==> config.mk <==
export PLATFORM = sky130hd
export DESIGN_NAME = mem_arbiter
export DESIGN_NICKNAME = d
export VERILOG_FILES = /design/src/rtl/mem_arbiter.sv
export SDC_FILE = /design/constraint.sdc
export NUM_CORES = 1
export LEC_CHECK = 0
export ABC_AREA = 1
export ABC_CLOCK_PERIOD_IN_PS = 1570
export CORE_ASPECT_RATIO = 1.5
export CORE_MARGIN = 4
export CORE_UTILIZATION = 36
export CTS_BUF_LIST = sky130_fd_sc_hd__clkbuf_16
export CTS_CLUSTER_DIAMETER = 200
export DETAILED_ROUTE_END_ITERATION = 6
export HOLD_SLACK_MARGIN = 0.02
export PLACE_DENSITY = 0.76
export SKIP_LAST_GASP = 1
export SYNTH_ARGS = -nofsm -noshare
export SYNTH_HDL_FRONTEND = slang
export SYNTH_SLANG_ARGS = --single-unit
==> constraint.sdc <==
create_clock -name clk -period 1.57 [get_ports clk]
set_input_delay 0.157 -clock clk [delete_from_list [all_inputs] [get_ports clk]]
set_output_delay 0.157 -clock clk [all_outputs]
set_load 0.02 [all_outputs]
==> src/rtl/mem_arbiter.sv <==
// mem_arbiter: shares one single-port synchronous memory
// between the fetch port and the load/store port.
module mem_arbiter #(
    parameter int WAIT_STATES = 1
) (
    input  logic        clk,
    input  logic        rst,
    input  logic        i_req,
    input  logic [31:0] i_addr,
    output logic [31:0] i_rdata,
    output logic        i_ack,
    input  logic        d_req,
    input  logic        d_we,
    input  logic [3:0]  d_sel,
    input  logic [31:0] d_addr,
    input  logic [31:0] d_wdata,
    output logic [31:0] d_rdata,
    output logic        d_ack,
    output logic        mem_ce_o,
    output logic        mem_we_o,
    output logic [3:0]  mem_sel_o,
    output logic [31:0] mem_addr_o,
    output logic [31:0] mem_data_o,
    input  logic [31:0] mem_data_i,
    output logic        stallreq_o
);

    typedef enum logic [1:0] {
        IDLE,
        I_ACC,
        D_ACC,
        ACK
    } state_t;

    localparam logic [2:0] CNT_INIT = 3'(WAIT_STATES);

    state_t     state;
    logic [2:0] cnt;
    logic       d_elig;
    logic       i_elig;

    // The port just acked sits out one arbitration round.
    always_comb begin
        d_elig = d_req;
        i_elig = i_req;
        if (state == ACK) begin
            d_elig = d_req & ~d_ack;
            i_elig = i_req & ~i_ack;
        end
    end

    assign stallreq_o = (i_req & ~i_ack) | (d_req & ~d_ack);

    // Access FSM; the mem_* registers double as the latched request.
    always_ff @(posedge clk) begin
        if (rst) begin
            state      <= IDLE;
            cnt        <= 3'd0;
            mem_ce_o   <= 1'b0;
            mem_we_o   <= 1'b0;
            mem_sel_o  <= 4'b0;
            mem_addr_o <= 32'b0;
            mem_data_o <= 32'b0;
            i_ack      <= 1'b0;
            d_ack      <= 1'b0;
            i_rdata    <= 32'b0;
            d_rdata    <= 32'b0;
        end else begin
            i_ack <= 1'b0;
            d_ack <= 1'b0;
            unique case (state)
                IDLE, ACK: begin
                    mem_ce_o <= 1'b0;
                    mem_we_o <= 1'b0;
                    if (d_elig) begin
                        state      <= D_ACC;
                        cnt        <= CNT_INIT;
                        mem_ce_o   <= 1'b1;
                        mem_we_o   <= d_we;
                        mem_sel_o  <= d_sel;
                        mem_addr_o <= d_addr;
                        mem_data_o <= d_wdata;
                    end else if (i_elig) begin
                        state      <= I_ACC;
                        cnt        <= CNT_INIT;
                        mem_ce_o   <= 1'b1;
                        mem_we_o   <= 1'b0;
                        mem_sel_o  <= 4'b1111;
                        mem_addr_o <= i_addr;
                        mem_data_o <= 32'b0;
                    end else begin
                        state <= IDLE;
                    end
                end
                I_ACC, D_ACC: begin
                    if (cnt != 3'd0) begin
                        cnt <= cnt - 3'd1;
                    end else begin
                        state    <= ACK;
                        mem_ce_o <= 1'b0;
                        mem_we_o <= 1'b0;
                        if (state == I_ACC) begin
                            i_rdata <= mem_data_i;
                            i_ack   <= 1'b1;
                        end else begin
                            if (!mem_we_o) begin
                                d_rdata <= mem_data_i;
                            end
                            d_ack <= 1'b1;
                        end
                    end
                end
                default: state <= IDLE;
            endcase
        end
    end

endmodule

==> impl_summary.txt <==
----------------------------------------------------
[Finish]
  Filler cell count ... 1,247
  Post-layout utilization of the core ... 0.660
  Area delta synth->final ... 78.0%
  Fraction of layout instances using a drive strength above 1 ... 0.137
  N_diodes ... 0
  Count of nets after finishing ... 1,166
  Count of placed standard cells in the final layout, fillers left out ... 1,233
  Final std cell area, no fill ... 0.00972 sq mm

[Global route]
  Congestion Overflow GR ... 0
  Largest net degree at the start of global routing ... 56
  Antenna violations before repair ... 0
  Vias in the first global route ... 5,514
  Global-route total usage across every layer ... 0.204
  First-pass GRT wire length ... 28,000 um

[Synthesis]
  Post-synthesis cell area ... 0.00546 sq mm
  Share of Yosys cell area claimed by the top area cell type ... 0.517
  Cell with the most instances after synthesis ... sky130_fd_sc_hd__nor2_1
  Leading register cell type out of synthesis ... sky130_fd_sc_hd__dfxtp_1
  Dominant cells by area after synthesis ... sky130_fd_sc_hd__dfxtp_1, sky130_fd_sc_hd__nor2_1, sky130_fd_sc_hd__o21ai_0, sky130_fd_sc_hd__nand2_1, sky130_fd_sc_hd__a21oi_1
  Cell taking the most area after synthesis ... sky130_fd_sc_hd__dfxtp_1
  Distinct cell type count after synthesis ... 24
  Post-synth EDFFs ... 0
  Yosys synthesis warning count ... 0
  Number of storage elements in the synthesis netlist ... 141
  Cell count after synthesis ... 740
  Share of synthesized area occupied by flip-flops and latches ... 0.517
  Avg Synthesized Cell Area ... 7.38 sq um
  Async S/R FF share, synth ... 0
  Commonest cells in the synthesized netlist ... sky130_fd_sc_hd__nor2_1, sky130_fd_sc_hd__dfxtp_1, sky130_fd_sc_hd__o21ai_0, sky130_fd_sc_hd__nand2_1, sky130_fd_sc_hd__inv_1
  Syn_nets ... 881

[STA]
  Setup-failing EPs final ... 42
  RSZ-0062 raised after global routing ... true
  Slew HR ... 0.774
  Min setup slack post-route ... -88.3 ps
  Final-report hold violation count ... 0
  Pins Over Slew Limit ... 0
  Max frequency ... 603 MHz
  Worst hold slack ... 297 ps
  Max Clock Skew ... 7.31 ps
  Slew at the pin closest to its max-slew limit ... 335 ps
  Min Clock Period, post-route ... 1660 ps
  Period utilisation layout ... 1.06
  Total negative slack ... -1530 ps

[Clock network]
  CTS Root Cell ... sky130_fd_sc_hd__clkbuf_16
  Clock buffers created by TritonCTS ... 17
  Maximum level of the CTS H-tree ... 4
  CTS tree ... built
  Clock transition at the registers of the reported paths ... 60 ps
  Max Root-Sink Buffers ... 2
  Clk sinks ... 141
  Later-pin clock latency in the skew report ... 410 ps

[Power and ir drop]
  Relative contribution of sequential cells to total power ... 0.291
  P_int ... 11.0 mW
  Comb pwr share ... 0.487
  Power per cell area ... 1860 mW/mm^2
  Proportion of power drawn by the clock network ... 0.221
  Proportion of total power due to net switching ... 0.389
  Maximum vdd drop ... 0.877 mV
  Leak Pwr ... 4.58 nW
  Switching power ... 7.01 mW

[Setup path]
  Kind of end point of the critical path ... flip-flop
  Arrival time at the worst endpoint ... 1960 ps
  Top Family by Delay on Critical Path ... buffers and inverters
  Cell-by-cell listing of the critical path ... inv_2 > ha_4 > ha_4 > inv_4 > nor2_4 > nand2_4 > clkinvlp_4 > clkbuf_16 > nor2_1 > nor2_1
  Crit start category ... flip-flop
  Max Fanout on Critical Path ... 6
  CP peak stage delay ... 340 ps
  Slowest stage cell, crit path ... sky130_fd_sc_hd__dfxtp_2
  Crit path kind ... reg -> reg
  Count of buffer and inverter cells on the critical path ... 4
  Required time of the critical path ... 1870 ps

[Job]
  Maximum capacitance violations ... 0

[Route]
  Avg WL per Cell ... 15.5 um
  1st-iter DRT viols ... 271
  Routed via count divided by cell count ... 4.73
  Final wirelength ... 19,100 um
  Length of the first detailed-routing pass in iterations ... 5
  Detailed-route via count ... 5,827
  Remaining routing DRC violations ... 0
  Number of nets still failing antenna checks after routing ... 0

[Status]
  Status ... complete, but fails checks
  Failing checks ... setup timing

[Worst hold path]
  Hold/Removal Path Class ... in -> reg

[Placed design]
  Final HPWL from detailed placement ... 13,200 um
  Input/output buffers ... 273
  Post-DP Area ... 0.00859 sq mm
  Post-Place Cells ... 1,191
  Placer Congestion ... 0.845

[Die]
  Number of I/O pins ... 274
  Starting utilization of the core area ... 0.371
  Core Box Area ... 0.0147 sq mm
  Floorplan die area ... 0.0173 sq mm
  Height of the die ... 159 um
  Die span in x ... 109 um
  Total number of placement rows ... 54

----------------------------------------------------
[layout make-up]
cell class,count,area (sq um),area share
Sequential cell,141,2830,0.291
Clock inverter,14,159,0.0163
Tap cell,196,245,0.0252
Clock buffer,17,425,0.0438
Multi-Input combinational cell,497,2440,0.251
Timing Repair Buffer,318,3420,0.352
Inverter,50,199,0.0205
[per-layer routing]
layer,vias to the layer above,global-route usage,part of all wire
li1,2939,-,-
met2,209,0.353,0.54
met1,2636,0.218,0.36
met3,43,0.0613,0.068
met4,0,0.109,0.036
met5,-,0,0
[path summary, 6_finish.rpt]
kind,from,end,slack (ps),cells past startpoint
min reg2reg,mem_data_o[28],mem_data_o[28],480,2
max reg2reg,cnt[0],d_rdata[17],-90,10
max,cnt[0],d_rdata[17],-90,10
min,d_wdata[16],mem_data_o[16],300,3
[cell families after synthesis]
| group | share of synthesized area |
|---|---|
| adders and majority gates | 0.00916 |
| xor gates and xnor gates | 0.00160 |
| DFF | 0.517 |
| AOI/OAI and AO/OA | 0.161 |
| and+or+nand+nor | 0.230 |
| buffers and inverters | 0.0811 |
[power by group through the flow]
stage | registers (mW) | clock network [mW] | logic [mW]
floorplan | 6.38 | 0 | 2.86
global placement | 5.19 | 0 | 7.51
detailed placement | 5.23 | 0 | 7.62
CTS | 5.17 | 4.08 | 7.71
global route | 5.39 | 4.24 | 9.47
finish | 5.25 | 3.99 | 8.79
[registers in the layout, indices dropped and copies added (netlist names)]
signal	count
state	2
mem_data_o	32
mem_addr_o	32
cnt	3
i_rdata	32
i_ack	1
mem_we_o	1
d_rdata	32
mem_ce_o	1
mem_sel_o	4
d_ack	1
[through the flow]
stage	total power [mW]	setup slack, ps
6_report	18.0	-88.3
2_1_floorplan	9.24	73.6
3_3_place_gp	12.7	-65.4
4_1_cts	17.0	-12.7
3_5_place_dp	12.8	-118
5_1_grt	19.1	-174
[cell usage in the layout (no fill, tap or decap), drive strengths merged, types with 34 or more instances in the layout]
cell and n:
a21oi 39, buf 41, clkdlybuf4s50 217, dfxtp 141
dlymetal6s2s 47, inv 55, nand2 74, nand3 34
nor2 205, o21ai 134
[tightest hold or removal path, stage by stage]
cell and delay [ps]:
sky130_fd_sc_hd__clkdlybuf4s50_1 390, sky130_fd_sc_hd__nand2_1 60, sky130_fd_sc_hd__a21oi_1 50
[what timing repair did]
action,CTS,global route
endpoints found under the hold margin,0,0
hold buffers,0,0
gates cloned,0,6
setup buffers,0,5
pin swaps,1,4
setup endpoints to repair,144,178
gates resized for setup,19,131
Note: power is estimated with default switching activity, not from simulation.
